--- src/rtl/rs_sched_pkg.sv ---
// Shared definitions for the RS latch scheduler: FSM state encoding and command opcodes.
package rs_sched_pkg;

  typedef logic [1:0] state_t;

  localparam state_t IDLE   = 2'd0;
  localparam state_t PULSE  = 2'd1;
  localparam state_t SETTLE = 2'd2;
  localparam state_t CHECK  = 2'd3;

  localparam logic OP_SET   = 1'b1;
  localparam logic OP_RESET = 1'b0;

endpackage

--- src/rtl/rs_latch_scheduler_if.sv ---
// Requester handshakes, latch-bank lines and status for the RS latch scheduler.
interface rs_latch_scheduler_if #(
  parameter int N_LATCH = 4,
  parameter int IDX_W   = 2
);
  logic               a_valid;
  logic               a_op;
  logic [IDX_W-1:0]   a_idx;
  logic               a_ready;
  logic               b_valid;
  logic               b_op;
  logic [IDX_W-1:0]   b_idx;
  logic               b_ready;
  logic [N_LATCH-1:0] s;
  logic [N_LATCH-1:0] r;
  logic [N_LATCH-1:0] q;
  logic               busy;
  logic               done;
  logic               grant_b;
  logic               err;

  modport master (
    output a_valid, a_op, a_idx, b_valid, b_op, b_idx, q,
    input  a_ready, b_ready, s, r, busy, done, grant_b, err
  );

  modport slave (
    input  a_valid, a_op, a_idx, b_valid, b_op, b_idx, q,
    output a_ready, b_ready, s, r, busy, done, grant_b, err
  );
endinterface

--- src/rtl/rs_latch_scheduler_arb.sv ---
// Two-way round-robin arbiter: on a collision the pointer side wins, otherwise the lone requester.
module rr_arb2 (
  input  logic a_valid,
  input  logic b_valid,
  input  logic ptr_b,
  output logic gnt_a,
  output logic gnt_b
);
  always_comb begin
    gnt_a = a_valid & (~b_valid | ~ptr_b);
    gnt_b = b_valid & (~a_valid | ptr_b);
  end
endmodule

--- src/rtl/rs_latch_scheduler.sv ---
// Sequences A/B set/reset commands onto an RS latch bank as registered, mutually exclusive pulses.
// Define RS_READBACK_CHECK_EN to add the CHECK state that compares q[idx] against the command.
module rs_latch_scheduler
  import rs_sched_pkg::*;
#(
  parameter int N_LATCH   = 4,
  parameter int PULSE_CYC = 2,
  parameter int IDX_W     = 2
) (
  input  logic                clk,
  input  logic                rst,
  rs_latch_scheduler_if.slave bus
);

`ifdef RS_READBACK_CHECK_EN
  localparam bit CHECK_EN = 1'b1;
`else
  localparam bit CHECK_EN = 1'b0;
`endif

  localparam int CNT_W = (PULSE_CYC > 1) ? $clog2(PULSE_CYC) : 1;

  state_t             state_reg, state_next;
  logic [CNT_W-1:0]   cnt_reg, cnt_next;
  logic               op_reg, op_next;
  logic [IDX_W-1:0]   idx_reg, idx_next;
  logic               bad_reg, bad_next;
  logic               gb_reg, gb_next;
  logic               ptr_reg, ptr_next;
  logic [N_LATCH-1:0] s_reg, s_next, r_reg, r_next;
  logic [N_LATCH-1:0] hit_next, hit_reg;
  logic               gnt_a, gnt_b, in_op, q_sel;
  logic [IDX_W-1:0]   in_idx;

  rr_arb2 u_arb (
    .a_valid (bus.a_valid),
    .b_valid (bus.b_valid),
    .ptr_b   (ptr_reg),
    .gnt_a   (gnt_a),
    .gnt_b   (gnt_b)
  );

  assign in_op  = gnt_b ? bus.b_op  : bus.a_op;
  assign in_idx = gnt_b ? bus.b_idx : bus.a_idx;

  generate
    for (genvar gi = 0; gi < N_LATCH; gi++) begin : g_lane
      assign hit_next[gi] = (idx_next == IDX_W'(gi));
      assign hit_reg[gi]  = (idx_reg  == IDX_W'(gi));
    end
  endgenerate

  assign q_sel = |(bus.q & hit_reg);

  always_ff @(posedge clk) begin
    if (rst) state_reg <= IDLE;
    else     state_reg <= state_next;
  end

  // Command context is captured on accept and held until the FSM returns to IDLE.
  always_comb begin
    state_next = state_reg;
    cnt_next   = cnt_reg;
    op_next    = op_reg;
    idx_next   = idx_reg;
    bad_next   = bad_reg;
    gb_next    = gb_reg;
    ptr_next   = ptr_reg;
    case (state_reg)
      IDLE: begin
        if (gnt_a | gnt_b) begin
          op_next    = in_op;
          idx_next   = in_idx;
          gb_next    = gnt_b;
          bad_next   = (32'(in_idx) >= 32'(N_LATCH));
          cnt_next   = '0;
          ptr_next   = (bus.a_valid & bus.b_valid) ? ~ptr_reg : ptr_reg;
          state_next = (32'(in_idx) >= 32'(N_LATCH)) ? SETTLE : PULSE;
        end
      end
      PULSE: begin
        if (cnt_reg == CNT_W'(PULSE_CYC - 1)) state_next = SETTLE;
        else                                  cnt_next   = cnt_reg + 1'b1;
      end
      SETTLE:  state_next = (CHECK_EN && !bad_reg) ? CHECK : IDLE;
      CHECK:   state_next = IDLE;
      default: state_next = IDLE;
    endcase
  end

  // s/r are computed from the upcoming state so the bank sees clean registered pulses.
  always_comb begin
    s_next = '0;
    r_next = '0;
    if (state_next == PULSE) begin
      s_next = op_next ? hit_next : '0;
      r_next = op_next ? '0 : hit_next;
    end
  end

  always_ff @(posedge clk) begin
    if (rst) begin
      cnt_reg <= '0;
      op_reg  <= OP_RESET;
      idx_reg <= '0;
      bad_reg <= 1'b0;
      gb_reg  <= 1'b0;
      ptr_reg <= 1'b0;
      s_reg   <= '0;
      r_reg   <= '0;
    end else begin
      cnt_reg <= cnt_next;
      op_reg  <= op_next;
      idx_reg <= idx_next;
      bad_reg <= bad_next;
      gb_reg  <= gb_next;
      ptr_reg <= ptr_next;
      s_reg   <= s_next;
      r_reg   <= r_next;
    end
  end

  always_comb begin
    bus.a_ready = (state_reg == IDLE) & ~rst & gnt_a;
    bus.b_ready = (state_reg == IDLE) & ~rst & gnt_b;
    bus.busy    = (state_reg != IDLE);
    bus.done    = ((state_reg == SETTLE) && (bad_reg || !CHECK_EN)) || (state_reg == CHECK);
    bus.err     = ((state_reg == SETTLE) && bad_reg) || ((state_reg == CHECK) && (q_sel != op_reg));
    bus.grant_b = gb_reg;
    bus.s       = s_reg;
    bus.r       = r_reg;
  end

endmodule

--- src/flat_wrapper.sv ---
// flat-port wrapper written by rule: the top's interface ports become plain ports
module rs_latch_scheduler_flat import rs_sched_pkg::*;
#(
  parameter int N_LATCH   = 4,
  parameter int PULSE_CYC = 2,
  parameter int IDX_W     = 2
)
  (clk, rst, bus_a_valid, bus_a_op, bus_a_idx, bus_b_valid, bus_b_op, bus_b_idx, bus_q, bus_a_ready, bus_b_ready, bus_s, bus_r, bus_busy, bus_done, bus_grant_b, bus_err);
  rs_latch_scheduler_if #(.N_LATCH(N_LATCH), .IDX_W(IDX_W)) bus_i ();
  input  logic clk;
  input  logic rst;
  input wire logic [$bits(bus_i.a_valid)-1:0] bus_a_valid;
  input wire logic [$bits(bus_i.a_op)-1:0] bus_a_op;
  input wire logic [$bits(bus_i.a_idx)-1:0] bus_a_idx;
  input wire logic [$bits(bus_i.b_valid)-1:0] bus_b_valid;
  input wire logic [$bits(bus_i.b_op)-1:0] bus_b_op;
  input wire logic [$bits(bus_i.b_idx)-1:0] bus_b_idx;
  input wire logic [$bits(bus_i.q)-1:0] bus_q;
  output wire logic [$bits(bus_i.a_ready)-1:0] bus_a_ready;
  output wire logic [$bits(bus_i.b_ready)-1:0] bus_b_ready;
  output wire logic [$bits(bus_i.s)-1:0] bus_s;
  output wire logic [$bits(bus_i.r)-1:0] bus_r;
  output wire logic [$bits(bus_i.busy)-1:0] bus_busy;
  output wire logic [$bits(bus_i.done)-1:0] bus_done;
  output wire logic [$bits(bus_i.grant_b)-1:0] bus_grant_b;
  output wire logic [$bits(bus_i.err)-1:0] bus_err;
  assign bus_i.a_valid = bus_a_valid;
  assign bus_i.a_op = bus_a_op;
  assign bus_i.a_idx = bus_a_idx;
  assign bus_i.b_valid = bus_b_valid;
  assign bus_i.b_op = bus_b_op;
  assign bus_i.b_idx = bus_b_idx;
  assign bus_i.q = bus_q;
  assign bus_a_ready = bus_i.a_ready;
  assign bus_b_ready = bus_i.b_ready;
  assign bus_s = bus_i.s;
  assign bus_r = bus_i.r;
  assign bus_busy = bus_i.busy;
  assign bus_done = bus_i.done;
  assign bus_grant_b = bus_i.grant_b;
  assign bus_err = bus_i.err;
  rs_latch_scheduler #(.N_LATCH(N_LATCH), .PULSE_CYC(PULSE_CYC), .IDX_W(IDX_W)) u_core (.clk(clk), .rst(rst), .bus(bus_i));
endmodule
--- config.mk ---
export PLATFORM = sky130hd
export DESIGN_NAME = rs_latch_scheduler_flat
export DESIGN_NICKNAME = d
export VERILOG_FILES = /design/src/rtl/rs_sched_pkg.sv /design/src/rtl/rs_latch_scheduler_if.sv /design/src/rtl/rs_latch_scheduler_arb.sv /design/src/rtl/rs_latch_scheduler.sv /design/src/flat_wrapper.sv
export SDC_FILE = /design/constraint.sdc
export NUM_CORES = 1
export LEC_CHECK = 0
export CAP_MARGIN = 10
export CORE_MARGIN = 10
export CORE_UTILIZATION = 43
export DETAILED_ROUTE_END_ITERATION = 6
export GPL_TIMING_DRIVEN = 0
export PLACE_DENSITY = 0.8
export SLEW_MARGIN = 20
export SYNTH_ARGS = -nofsm -noshare
export SYNTH_HDL_FRONTEND = slang
export SYNTH_HIERARCHICAL = 1
export SYNTH_SLANG_ARGS = --single-unit
--- constraint.sdc ---
create_clock -name clk -period 4.1 [get_ports clk]
set_input_delay 0.615 -clock clk [delete_from_list [all_inputs] [get_ports clk]]
set_output_delay 0.615 -clock clk [all_outputs]
set_load 0.02 [all_outputs]
# --- After elaboration in Yosys (flattened, before gate mapping) ---
# Index checks and enable logic that the tools add are counted.
op_classes:
  n_addsub: 1
  eq_ne: 12
  mux: 12
  bitwise: 16
  n_reduce_logical: 14
op_table:
  columns: ["cell", "count"]
  rows:
  - ["$eq 2x2->1 const B", 6]
  - ["$mux 2", 5]
  - ["$eq 2x1->1 const B", 4]
  - ["$and 1x1->1", 6]
  - ["$logic_not 2->1", 3]
  - ["$not 1->1", 6]
  - ["$pmux 2 s3", 1]
  - ["$reduce_or 3->1", 2]
  - ["$mux 1", 5]
  - ["$and 4x4->4", 1]
  - ["$reduce_and 2->1", 2]
  - ["$reduce_bool 2->1", 2]
  - ["$reduce_or 4->1", 1]
  - ["$or 1x1->1", 3]
  - ["$reduce_and 3->1", 1]
  - ["$ne 2x1->1 const B", 1]
  - ["$pmux 1 s2", 1]
  - ["$reduce_or 2->1", 1]
  - ["$add 1x1->1 const B", 1]
  - ["$logic_and 1x1->1", 1]
  - ["$logic_or 1x1->1", 1]
  - ["$ne 1x1->1", 1]
totals:
  reg_bits: 16
  input_bits: 14
  output_inout_bits: 14
  wordCells: 63

# --- Longest topological paths before layout ---
# Gate-level depths: netlist of run 1.
depth:
  ltp_word: 9
  mapped_depth: 7
  mapped_depth_nobuf: 6

# --- Hierarchy ---
# Netlist of run 1, hierarchy kept.
by_module_without_submodules:
  columns: ["mod", "n_inst", "cells_each", "area_per_inst_um2", "seq_area_each_um2"]
  rows:
  - ["rs_latch_scheduler", 1, 63, 656.9, 320.3]
  - ["rr_arb2", 1, 3, 18.8, 0.0]

# --- Worst setup path before layout of run 1 ---
# No wires, ideal clock.
synth_path:
  path_type: "input port to flip-flop"
  start: "input bus_b_valid"
  end: "register u_core.s_reg[0] (netlist: u_core/bus.s[0])"
  setup_time_ns: 0.078
  arrival_time_ns: 2.022
  required_ns: 4.022
  setup_slack_ns: 2.000
  stages: 5
  n_path_buf: 0
  cell_sequence: "a21boi_1 > nor3_1 > a2111oi_2 > or3b_1 > nor3_1"
synth_via:
  elab_chain_cells: 9
  elab_cells_between_ends: 18
  classes_between: "eq/ne: 1; mux: 8; bitwise: 7; reduce/logical: 2"
synth_rtl:
  columns: ["element", "line", "source"]
  rows:
  - ["from (decl)", "flat_wrapper.sv:15", "input wire logic [$bits(bus_i.b_valid)-1:0] bus_b_valid;"]
  - ["$not 1->1", "rs_latch_scheduler_arb.sv:10", "gnt_a = a_valid & (~b_valid | ~ptr_b);"]
  - ["$or 1x1->1", "rs_latch_scheduler_arb.sv:10", null]
  - ["$and 1x1->1", "rs_latch_scheduler_arb.sv:10", null]
  - ["$or 1x1->1", "rs_latch_scheduler.sv:71", "if (gnt_a | gnt_b) begin"]
  - ["$mux 2", "rs_latch_scheduler.sv:71", null]
  - ["$pmux 2 s3", "rs_latch_scheduler.sv:69", "case (state_reg)"]
  - ["$eq 2x1->1", "rs_latch_scheduler.sv:95", "if (state_next == PULSE) begin"]
  - ["$not 1->1 (no source line)", null, null]
  - ["$reduce_or 3->1 (no source line)", null, null]
  - ["to (signal assigned)", "rs_latch_scheduler.sv:118", "s_reg <= s_next;"]
  - ["to (decl)", "rs_latch_scheduler.sv:30", "logic [N_LATCH-1:0] s_reg, s_next, r_reg, r_next;"]
# Parallel ways exist; a longest one is shown, timed or not.
# A chain may end at the register's enable or synchronous reset.

# --- Worst setup path after layout of run 1 ---
layout_path:
  start: "input bus_b_valid"
  end: "output bus_b_ready"
layout_via:
  elab_chain_cells: 2
layout_rtl:
  columns: ["element", "line", "source"]
  rows:
  - ["$and 1x1->1", "rs_latch_scheduler_arb.sv:11", "gnt_b = b_valid & (~a_valid | ptr_b);"]
  - ["via u_core.gnt_b", "rs_latch_scheduler.sv:32", "logic gnt_a, gnt_b, in_op, q_sel;"]
  - ["$and 1x1->1", "rs_latch_scheduler.sv:125", "bus.b_ready = (state_reg == IDLE) & ~rst & gnt_b;"]
  - ["to (decl)", "flat_wrapper.sv:20", "output wire logic [$bits(bus_i.b_ready)-1:0] bus_b_ready;"]
# The timed path passes the listed nets, and every way through them passes these cells.

==> impl_metrics.yaml, run 1 <==
outcome:
  status: "completed"
synthesis:
  synth.avg_cell_area_um2: 10.2
  ys.flop_type: "dfxtp_1"
  synth_cell_types: 27
  netlist_area_um2: 676
  synth_edf_count: 0
  yosys_warnings: 6
  async_flop_share_pct: 0
  synth_area_leader_cell: "dfxtp_1"
  synthMostInstantiatedCell: "dfxtp_1"
  ys_seq_elements: 16
  synthTopCellsByArea: "dfxtp_1, nor3_1, a2111oi_2, mux2_4, mux2_2"
  postSynthCellCount: 66
  yosys.area.top_type_share_pct: 47.4
  yosysSeqAreaShare_pct: 47.4
  synth_common_cells: "dfxtp_1, nor3_1, nor2_1"
  synth_nets: 80
grt:
  grt_first_pass_wirelength_mm: 2.58
  antenna_found_initial: 0
  grt_use_total_pct: 9.79
  gr-total-overflow: 0
  grt_pass1_vias: 594
  grt_max_degree: 10
setup_path:
  critPathKind: "in -> out"
  critPathRequiredTime_ns: 3.48
  cp-start-kind: "primary input"
  cpPeakStageDelay_ns: 0.61
  cp-end-kind: "primary output"
  crit_family: "buffers and inverters"
  path_cells: "clkdlybuf4s50_1, a21boi_1, and2_1, clkdlybuf4s50_1"
  crit_path_frequent_cell: "clkdlybuf4s50_1"
  critPathMaxFanout: 7
  crit_arrival_ns: 2.46
  critPathBufInv: 2
  crit_path_top_delay_cell: "clkdlybuf4s50_1"
routing:
  drt_iter0_markers: 3
  vias: 581
  wire_per_inst_um: 15.6
  drt_pass1_iterations: 4
  drc: 0
  wirelength_mm: 1.73
  viasPerCell: 5.23
  final_antenna_net_count: 0
clock_network:
  root_buffer: "clkbuf_4"
  cts_buffers: 3
  clk_latency_ns: 0.29
  cts_max_level: 1
  clock_path_buffers: 2
  cts_setup_buffers: 0
  cts_resized: 0
  clkTransAtPathRegs_ns: 0.08
  holdBufCountCts: 0
  cts_sinks: 16
  cts_tree: "yes"
die:
  num_rows: 14
  start_util_pct: 45.4
  coreArea_um2: 1490
  die_w_um: 59.6
  dieArea_um2: 3560
  die_y_um: 59.6
  io_pins: 28
sta:
  period_needed_ns: 3.07
  report.final.hold_viol_count: 0
  skew_ns: 0.000331
  fin_ws_ns: 1.03
  period_share_pct: 75.0
  setup_violations: 0
  final_max_slew_viol_count: 0
  fmax_mhz: 325
  rsz0062_at_grt: "false"
  max_slew.worst_pin.slew_ns: 0.576
  relSlewSlack_pct: 61.5
  finalSetupTns_ns: 0
place:
  postPlaceCellArea_um2: 956
  pre_cts_slack_ns: 1.02
  dp_hpwl_mm: 1.43
  dpl.cell_count: 108
  io_buffer_count: 26
  globalplace.congestion: 0.823
final_layout:
  syn_to_final_growth_pct: 44.8
  final_area_um2: 978
  finalCoreUtilization_pct: 65.7
  stdcell_count: 111
  num_antenna_cells: 0
  fin_nets: 111
  drive_above_1_share_pct: 14.7
hold_path:
  hp-class: "reg -> reg"
power_and_ir_drop:
  p_per_area_nw_per_um2: 356
  irDropWorstVdd_uv: 209
  leakagePower_nw: 0.373
job:
  max_cap_violations: 0
-- logic make-up (layout without fill, tap and decap cells) --
logic type / after synthesis / in the layout / share of synthesized area [%]
XOR/XNOR: 1 / 1 / 1.30
AO/OA/AOI/OAI: 11 / 11 / 13.1
flip-flops: 16 / 16 / 47.4
AND/OR/NAND/NOR: 25 / 25 / 20.0
multiplexers: 7 / 7 / 14.1
buffers and inverters: 6 / 35 / 4.07
-- area by class of cell --
type | instances | area, um^2
tap | 16 | 20.0
clock buffer | 3 | 22.5
buffer | 4 | 20.0
multi-input combinational | 44 | 328
sequential | 16 | 320
inverter | 2 | 7.51
fill | 124 | 510
timing repair buffer | 26 | 260
-- power by group --
group          internal (W)  switching [W]  total (W)
Clock             0.0000342      0.0000479  0.0000821
Combinational     0.0000486      0.0000448  0.0000934
Sequential         0.000166     0.00000699   0.000173
-- worst reg2reg max path: cells and delay by family, from the launching register on --
family,cells,cell delay (ns)
AND/OR/NAND/NOR,3,0.87
AO/OA/AOI/OAI,2,0.83
flip-flops,1,0.37
buffers and inverters,1,0.05
-- layer usage --
layer  wire length [um]  global-route usage (%)
met5                  0                       0
met4                 46                    6.73
met3                103                    3.22
met2                942                    17.4
met1                640                    9.18
-- cell usage in the layout (no fill, tap or decap), types with 3 or more instances in the layout --
master	instances
clkdlybuf4s50_1	26
dfxtp_1	16
nor3_1	10
nor2_1	4
clkbuf_4	3
o21ai_0	3
-- metrics by stage --
stage	hold slack [ns]	total power, W
final	0.509	0.000349
after global routing	0.522	0.000363
after CTS	0.512	0.000352
after detailed placement	0.491	0.000270
after global placement	0.467	0.000266
after floorplan	0.459	0.000232
-- final timing paths --
kind / start / endpoint / slack (ns) / cells past startpoint
setup / recovery: bus_b_valid / bus_b_ready / 1.03 / 4
hold / removal: u_core/bus.grant_b / u_core/bus.grant_b / 0.51 / 1
setup reg to reg: u_core/ptr_reg / u_core/bus.s[3] / 1.91 / 6
hold reg to reg: u_core/bus.grant_b / u_core/bus.grant_b / 0.51 / 1
Note: power is estimated with default switching activity, not from simulation.
==> run 2, diff against run 1 <==
--- a/config.mk
+++ b/config.mk
@@ -7,10 +7,10 @@
 export LEC_CHECK = 0
 export CAP_MARGIN = 10
 export CORE_MARGIN = 10
-export CORE_UTILIZATION = 43
+export CORE_UTILIZATION = 36
 export DETAILED_ROUTE_END_ITERATION = 6
 export GPL_TIMING_DRIVEN = 0
-export PLACE_DENSITY = 0.8
+export PLACE_DENSITY = 0.72
 export SLEW_MARGIN = 20
 export SYNTH_ARGS = -nofsm -noshare
 export SYNTH_HDL_FRONTEND = slang
==> constraint.sdc (replaced) <==
create_clock -name clk -period 2.6 [get_ports clk]
set_input_delay 0.39 -clock clk [delete_from_list [all_inputs] [get_ports clk]]
set_output_delay 0.39 -clock clk [all_outputs]
set_load 0.02 [all_outputs]
==> impl_metrics.yaml, run 2 (synthesis gave the netlist of run 1 again) <==
outcome:
  status: "completed"
sta:
  relSlewSlack_pct: 69.2
  holdWs_ns: 0.488
  rsz0062_at_grt: "false"
  period_share_pct: 93.7
  report.final.hold_viol_count: 0
  final_max_slew_viol_count: 0
  period_needed_ns: 2.44
  setup_violations: 0
  skew_ns: 0.00722
  max_slew.worst_pin.slew_ns: 0.457
  fmax_mhz: 411
final_layout:
  stdcell_count: 121
  drive_above_1_share_pct: 16.7
  final_cell_mix: "clkdlybuf4s50_1, dfxtp_1, nor3_1, nor2_1"
  syn_to_final_growth_pct: 49.4
  final_common_cell: "clkdlybuf4s50_1"
  fin_nets: 111
  finalCoreUtilization_pct: 57.8
  num_antenna_cells: 0
clock_network:
  clk_latency_ns: 0.28
  cts_resized: 1
  clock_path_buffers: 2
  cts_max_level: 1
  root_buffer: "clkbuf_4"
  clkTransAtPathRegs_ns: 0.09
  cts_tree: "yes"
  holdBufCountCts: 0
  cts_setup_buffers: 0
  cts_buffers: 3
  cts_sinks: 16
hold_path:
  hp-class: "in -> reg"
  worstHoldPathCells: 2
setup_path:
  critPathRequiredTime_ns: 2.21
  crit_path_frequent_cell: "clkdlybuf4s50_1"
  critPathKind: "in -> out"
  cp-end-kind: "primary output"
  cp-start-kind: "primary input"
  crit_family: "buffers and inverters"
  critPathBufInv: 2
  ff2ff_path_depth: 6
  critPathMaxFanout: 7
  cp.depth: 4
  crit_path_top_delay_cell: "clkdlybuf4s50_1"
  cpPeakStageDelay_ns: 0.61
  path_cells: "clkdlybuf4s50_1, a21boi_2, and2_1, clkdlybuf4s50_1"
  crit_arrival_ns: 2.05
  reg2reg_setup_slack_ns: 0.61
routing:
  vias: 570
  drc: 0
  wirelength_mm: 1.65
  drt_iter0_markers: 16
  drt_pass1_iterations: 6
  wire_per_inst_um: 13.7
  viasPerCell: 4.71
  final_antenna_net_count: 0
job:
  max_cap_violations: 0
grt:
  grt_first_pass_wirelength_mm: 2.68
  grt_use_total_pct: 8.15
  grt_pass1_vias: 539
  gr-total-overflow: 0
  grt_max_degree: 10
  antenna_found_initial: 0
die:
  die_y_um: 63.3
  io_pins: 28
  dieArea_um2: 4010
  num_rows: 15
  die_w_um: 63.3
  start_util_pct: 38.7
  coreArea_um2: 1750
place:
  io_buffer_count: 26
  dpl.cell_count: 117
  globalplace.congestion: 0.735
  dp_hpwl_mm: 1.35
power_and_ir_drop:
  irDropWorstVdd_uv: 246
  leakagePower_nw: 0.399
  p_per_area_nw_per_um2: 575
==> run 2: per-stage QoR <==
stage	total power (W)	TNS [ns]	setup slack [ns]	area, um^2
finish	0.000580	0	0.164	1010
global route	0.000610	0	0.0863	1010
CTS	0.000585	0	0.0127	1010
detailed placement	0.000425	-0.276	-0.0734	967
global placement	0.000421	-0.180	-0.0490	967
floorplan	0.000366	0	0.725	676
==> run 2: path summary, 6_finish.rpt <==
kind                 startpoint                  to
min                         rst   u_core/idx_reg[1]
min reg2reg  u_core/bus.grant_b  u_core/bus.grant_b
max reg2reg      u_core/ptr_reg     u_core/bus.s[0]
max                 bus_b_valid         bus_b_ready
==> run 2: metal layers <==
layer	global-route usage, %	share of wire, %
met2	11.9	47
met4	4.92	1.6
met3	1.77	5.6
met5	0	0
met1	10.5	45
==> run 2: area by class of cell <==
| type | instances | area (um^2) |
|---|---|---|
| clock buffer | 4 | 36.3 |
| sequential | 16 | 320 |
| buffer | 4 | 20.0 |
| multi-input combinational | 44 | 332 |
| fill | 156 | 736 |
| tap | 25 | 31.3 |
| inverter | 2 | 7.51 |
| timing repair buffer | 26 | 263 |
==> run 2: report_power, final <==
part	internal (W)	switching, W	leakage, nW
sequential	0.000262	0.0000105	0.131
clock	0.0000850	0.0000761	0.0210
combinational	0.0000770	0.0000694	0.248
==> run 2: worst register-to-register path, stage by stage, from the launching register on <==
cell       delay, ns
dfxtp_1         0.37
inv_1           0.06
a21boi_2        0.32
nor3_1          0.13
a2111oi_2       0.37
or3b_1          0.46
nor3_1          0.20
